===== src/rtl/activation_lut_fetcher_pkg.sv =====
// Shared definitions for the activation LUT fetcher and its downstream interpolator.
// Holds the default geometry and the fetch-sequencer state encoding.
package activation_lut_fetcher_pkg;

    localparam int DATA_W_DEF    = 8;
    localparam int STEP_LOG2_DEF = 4;
    localparam int IDX_W_DEF     = 4;

    typedef enum logic [2:0] {
        IDLE     = 3'd0,
        RD_BASE  = 3'd1,
        RD_NEXT  = 3'd2,
        CAP_NEXT = 3'd3,
        OUT      = 3'd4
    } lut_state_t;

endpackage


===== src/rtl/activation_lut_fetcher.sv =====
// Fetches the two bracketing table samples for an activation input z and
// presents them, with z and its aligned integer part, to the interpolator.
module activation_lut_fetcher
    import activation_lut_fetcher_pkg::*;
#(
    parameter int DATA_W    = DATA_W_DEF,
    parameter int STEP_LOG2 = STEP_LOG2_DEF,
    parameter int IDX_W     = IDX_W_DEF
) (
    input  logic              clk,
    input  logic              rst,
    input  logic [DATA_W-1:0] z__value,
    input  logic              in__valid,
    output logic              in__ready,
    output logic [IDX_W-1:0]  tbl__addr,
    output logic              tbl__rd,
    input  logic [DATA_W-1:0] tbl__rdata,
    output logic [DATA_W-1:0] z__out,
    output logic [DATA_W-1:0] integer__part,
    output logic [DATA_W-1:0] base,
    output logic [DATA_W-1:0] next__data,
    output logic              out__valid,
    input  logic              out__ready
);

    lut_state_t       state, state_next;
    logic [IDX_W-1:0] idx_in, idx_cur, idx_next;
    logic             frac_nz;

    // z__out doubles as the working copy of the accepted sample.
    assign idx_in   = IDX_W'(z__value[DATA_W-1:STEP_LOG2]);
    assign idx_cur  = IDX_W'(z__out[DATA_W-1:STEP_LOG2]);
    assign idx_next = (&idx_cur) ? idx_cur : idx_cur + IDX_W'(1);
    assign frac_nz  = |z__out[STEP_LOG2-1:0];

    always_ff @(posedge clk) begin
        if (rst) state <= IDLE;
        else     state <= state_next;
    end

    always_comb begin
        state_next = state;
        in__ready  = 1'b0;
        case (state)
            IDLE: begin
                in__ready = 1'b1;
                if (in__valid) state_next = RD_BASE;
            end
            RD_BASE:  state_next = RD_NEXT;
            RD_NEXT:  state_next = frac_nz ? CAP_NEXT : OUT;
            CAP_NEXT: state_next = OUT;
            OUT:      if (out__ready) state_next = IDLE;
            default:  state_next = IDLE;
        endcase
    end

    // Read strobe/address are registered one state ahead so they are
    // already asserted during the state that owns the read.
    always_ff @(posedge clk) begin
        if (rst) begin
            tbl__rd       <= 1'b0;
            tbl__addr     <= '0;
            z__out        <= '0;
            integer__part <= '0;
            base          <= '0;
            next__data    <= '0;
            out__valid    <= 1'b0;
        end else begin
            case (state)
                IDLE: begin
                    if (in__valid) begin
                        z__out        <= z__value;
                        integer__part <= {z__value[DATA_W-1:STEP_LOG2], {STEP_LOG2{1'b0}}};
                        tbl__rd       <= 1'b1;
                        tbl__addr     <= idx_in;
                    end
                end
                RD_BASE: begin
                    tbl__rd <= frac_nz;
                    if (frac_nz) tbl__addr <= idx_next;
                end
                RD_NEXT: begin
                    base    <= tbl__rdata;
                    tbl__rd <= 1'b0;
                    if (!frac_nz) begin
                        // On-grid sample: no second read, both operands are the base word.
                        next__data <= tbl__rdata;
                        out__valid <= 1'b1;
                    end
                end
                CAP_NEXT: begin
                    next__data <= tbl__rdata;
                    out__valid <= 1'b1;
                end
                OUT: begin
                    if (out__ready) out__valid <= 1'b0;
                end
                default: begin
                    tbl__rd    <= 1'b0;
                    out__valid <= 1'b0;
                end
            endcase
        end
    end

endmodule


===== config.mk =====
export PLATFORM = sky130hd
export DESIGN_NAME = activation_lut_fetcher
export DESIGN_NICKNAME = d
export VERILOG_FILES = /design/src/rtl/activation_lut_fetcher_pkg.sv /design/src/rtl/activation_lut_fetcher.sv
export SDC_FILE = /design/constraint.sdc
export NUM_CORES = 1
export LEC_CHECK = 0
export BUFFER_PORTS_ARGS = -buffer_cell sky130_fd_sc_hd__buf_2
export CAP_MARGIN = 20
export CORE_MARGIN = 10
export CORE_UTILIZATION = 45
export DETAILED_ROUTE_END_ITERATION = 12
export PLACE_DENSITY = 0.73
export REMOVE_ABC_BUFFERS = 1
export SETUP_SLACK_MARGIN = 0.1
export SKIP_LAST_GASP = 1
export SLEW_MARGIN = 20
export SYNTH_ARGS = -nofsm -noshare
export SYNTH_HDL_FRONTEND = slang
export SYNTH_SLANG_ARGS = --single-unit

===== constraint.sdc =====
create_clock -name clk -period 1.8 [get_ports clk]
set_input_delay 0.09 -clock clk [delete_from_list [all_inputs] [get_ports clk]]
set_output_delay 0.09 -clock clk [all_outputs]
set_load 0.01 [all_outputs]

* Word level (Yosys, flattened, before mapping)
Cells that the tools add are included.
Word-level totals: input port bits 20, logic and storage cells 48, register bits 37, output and inout bits 39
Cells by class: add/subtract/negate cells 1, bitwise operators 2, muxes and demuxes 16, eq/ne operators 8, reductions and logical operators 13
Operators by type and width (number):
- $pmux 8 s2 | 1
- $pmux 3 s5 | 1
- $mux 4 | 3
- $mux 3 | 3
- $mux 8 | 1
- $ne 2x2->1 const B | 4
- $pmux 4 s2 | 1
- $reduce_and 2->1 | 4
- $eq 3x2->1 const B | 2
- $reduce_and 3->1 | 2
- $add 4x1->4 const B | 1
- $mux 1 | 4
- $pmux 1 s4 | 1
- $reduce_and 4->1 | 1
- $reduce_bool 2->1 | 2
- $reduce_or 2->1 | 2
- $reduce_or 4->1 | 1
- $eq 3x1->1 const B | 1
- $eq 3x3->1 const B | 1
- $logic_not 3->1 | 1
- $pmux 1 s3 | 1
- $not 1->1 | 2

* Logic depth before layout (Yosys ltp)
depth after elaboration 4, gate-level depth with buffers 6, mapped depth without buffers 5

* Worst setup path before layout
Ideal clock, no wire load.
path type register to register, from register z__out[4], to register tbl__addr[1], clock period less this slack 1432 ps, path slack 368 ps, arrival time 1365 ps, buffers on the path 0, cell stages (with the launch flop) 6, setup time 67 ps, required time 1733 ps, cell sequence dfxtp_1 -> ha_1 -> nand3_1 -> mux2i_1 -> a211o_1 -> a21oi_2
Between the ends: longest elaborated chain between the ends 4, elaborated cells on any way between the ends 5, those cells by class add/sub: 1; mux: 3; reduce/logical: 1
RTL lines:
- start, declared | RTL line activation_lut_fetcher.sv:18 | output logic [DATA_W-1:0] z__out,
- start signal, assigned | RTL line activation_lut_fetcher.sv:72 | z__out <= z__value;
- $add 4x1->4 or $reduce_and 4->1 (tied branches) | RTL line activation_lut_fetcher.sv:33 | assign idx_next = (&idx_cur) ? idx_cur : idx_cur + IDX_W'(1);
- $mux 4 * | RTL line activation_lut_fetcher.sv:33
- $mux 4 * | RTL line activation_lut_fetcher.sv:80 | if (frac_nz) tbl__addr <= idx_next;
- $pmux 4 s2 * | RTL line activation_lut_fetcher.sv:69 | case (state)
- end signal, assigned | RTL line activation_lut_fetcher.sv:75 | tbl__addr <= idx_in;
- end signal, assigned | RTL line activation_lut_fetcher.sv:80
- end, declared | RTL line activation_lut_fetcher.sv:15 | output logic [IDX_W-1:0] tbl__addr,
Every way passes the cells marked *; elsewhere a longest branch is shown, timed or not. The select of a mux whose other input is x is not followed. A chain may end at the register's enable or synchronous reset.

* Final worst setup path
from register z__out[0], to register tbl__addr[0]
Between the ends: longest elaborated chain between the ends 3
RTL lines:
- $reduce_or 4->1 | RTL line activation_lut_fetcher.sv:34 | assign frac_nz = |z__out[STEP_LOG2-1:0];
- $ne 2x2->1 (no line)
- $reduce_and 3->1 (no line)
Every way passes these cells.

==> impl_metrics.py <==
metrics = {
    "worst_setup_path": {
        "startpoint": "z__out[0]",
        "rr_worst_depth": 4,
        "worstSetupEndpoint": "tbl__addr[0]",
        "crit_fanout": 4,
        "worstPathRequired_ps": 2070,
        "crit_type": "reg -> reg",
        "r2r-start": "z__out[0]",
        "end_kind": "flip-flop",
        "worst_ep_arrival_time_ps": 1800,
        "cp-start-kind": "flip-flop",
        "timing.rr.end": "tbl__addr[0]",
        "rrSetupSlack_ps": 270,
    },
    "global_routing": {
        "grt_use_met1_pct": 14.1,
        "grt_max_degree": 34,
        "grt_pass1_vias": 1407,
        "grt_pass1_wl_um": 6560,
        "busiest_layer": "met2",
        "overflow": 0,
        "antenna_found_initial": 0,
        "met2_usage_pct": 20.9,
        "use_met3_pct": 6.80,
        "grt_usage_pct": 13.1,
    },
    "hold_path": {
        "hold_path_depth": 4,
        "hold_path.class": "in -> reg",
    },
    "placement": {
        "io_buffers": 54,
        "hpwl_um": 2840,
        "globalplace.congestion": 0.806,
        "post_dp_cell_area_um2": 1750,
        "dp_slack_ps": 280,
        "placed_cells": 262,
    },
    "clock_network": {
        "cts_inserted_buffers": 5,
        "cts.hold.buffers_added": 16,
        "postCtsSetupRepairBufs": 0,
        "cts_htree_levels": 2,
        "postCtsResizedCells": 0,
        "tritoncts": "built",
        "clkSlewWorstSetupHoldPaths_ps": 100,
        "clock-sinks": 33,
        "insertion_delay_ps": 340,
        "cts.path.max_buffers": 2,
        "root_buffer": "clkbuf_4",
    },
    "power_and_ir_drop": {
        "p_leak_uw": 0.000949,
        "p_sw_uw": 511,
        "clock_power_share_pct": 25.2,
        "vdd_ir_drop_max_mv": 0.431,
        "power_frac_seq_pct": 49.7,
        "swShare_pct": 30.5,
        "power-per-cell-area_nw_per_um2": 852,
        "fin_total_pwr_uw": 1680,
        "p_comb_share_pct": 25.1,
        "p_int_uw": 1170,
    },
    "cells_and_area": {
        "layout-drive-gt1-share_pct": 32.0,
        "final_area_um2": 1970,
        "diodes": 0,
        "final_cell_mix": "buf_2, nand2_1, dfxtp_1",
        "fill_cells": 282,
        "stdcell_count": 285,
        "fin_nets": 262,
        "area_growth_pct": 32.7,
        "layout_commonest_cell": "buf_2",
    },
    "routing": {
        "dr.pass1.iters": 4,
        "finalWirelength_um": 3930,
        "drt_iter0_markers": 69,
        "drtAntennaViolNets": 0,
        "viasPerCell": 4.92,
        "vias": 1402,
        "drt-wirelength-per-cell_um": 13.8,
        "drc": 0,
    },
    "floorplanning": {
        "fp.dieH_um": 77.4,
        "ios": 59,
        "core_area_um2": 3100,
        "dieArea_um2": 5990,
        "rows": 20,
        "dieWidth_um": 77.4,
        "initial_core_util_pct": 47.8,
    },
    "yosys": {
        "ys.flop_type": "dfxtp_1",
        "async_flop_share_pct": 0,
        "synthDistinctLibCells": 37,
        "syn_inst": 172,
        "synth_edf_count": 0,
        "synth_area_um2": 1480,
        "synth-seq-cells": 33,
        "yosysWarningCount": 0,
        "avgSynthCellArea_um2": 8.63,
        "yosysSeqAreaShare_pct": 44.5,
    },
    "run": {
        "drv_cap": 0,
    },
    "sta": {
        "slew_headroom_pct": 58.4,
        "drv_slew": 0,
        "setup_viol": 0,
        "rsz0062_at_grt": "false",
        "worst_pin_slew_ps": 624,
        "fin_crit_sh_pct": 84.9,
        "layout_setup_ws_ps": 272,
        "layout_min_cycle_time_ps": 1530,
        "finClkSkew_ps": 5.34,
        "max_clock_freq_mhz": 654,
        "hold_viol_final": 0,
        "tns_ps": 0,
    },
    "run_status": {
        "status": "finished, final reports clean",
    },
}
-- Yosys cell counts, types with 2 or more instances --
cell,count,share of area (%)
a21oi_2,2,1.2
mux2i_1,9,6.1
buf_2,2,0.67
clkbuf_1,4,1.0
nand2_1,39,9.9
nor2_1,15,3.8
o21ai_0,4,1.3
a211oi_1,2,1.0
dfxtp_1,33,45
buf_6,2,1.5
buf_4,9,4.6
inv_1,2,0.51
a21oi_1,22,7.4
nor3_1,4,1.3
-- worst max-delay path, cell delays in order, from the launching register on --
cell and delay (ps):
dfxtp_1 350, or4_4 580, a21oi_2 220, a21oi_1 90, a211oi_2 220
-- area by class of cell --
class / count / area (um2) / share of cell area, %
Sequential cell: 33 / 661 / 33.5
Inverter: 2 / 7.51 / 0.381
Tap cell: 44 / 55.1 / 2.80
Timing Repair Buffer: 77 / 483 / 24.5
Multi-Input combinational cell: 122 / 708 / 36.0
Clock buffer: 7 / 55.1 / 2.80
-- kinds of logic after synthesis --
logic type      count (synthesis)  synth area share (%)
xor+xnor                        1                 0.590
other cells                     1                 0.253
flops                          33                  44.5
simple gates                   70                  23.3
mux                             9                  6.07
compound gates                 37                  15.9
fa+ha+maj                       1                 0.843
buf+inv                        20                  8.52
-- layer usage --
layer,up-vias,part of all wire (%)
met5,-,0
met4,0,1.8
met3,8,11
met2,54,44
met1,632,43
li1,708,-
-- through the flow --
step / hold WS [ps] / util (%)
final: 21.7 / 63.5
after global routing: 70.1 / 63.5
after CTS: 17.1 / 63.5
after detailed placement: 338 / 56.5
after global placement: 335 / 56.5
after floorplan: 152 / -
-- power groups by stage --
stage / combinational (uW) / sequential, uW / clock [uW]
after floorplan: 195 / 881 / 0
after global placement: 394 / 849 / 0
after detailed placement: 398 / 850 / 0
after CTS: 425 / 834 / 442
after global routing: 471 / 843 / 458
final: 421 / 834 / 424
-- flip-flops by register name, indices dropped and copies added (netlist names) --
signal and cells:
integer__part 1, tbl__rd 1, state 3, out__valid 1
tbl__addr 4, base 8, z__out 7, next__data 8
-- worst min path at each step --
| stage | from | to |
|---|---|---|
| floorplan | rst | tbl__addr[1] |
| detailed placement | z__value[2] | z__out[2] |
| finish | out__ready | state[2] |
| CTS | out__ready | state[2] |
| global route | out__ready | state[2] |
| global placement | z__value[3] | z__out[3] |
No activity file was read; power rests on OpenSTA's default activity.
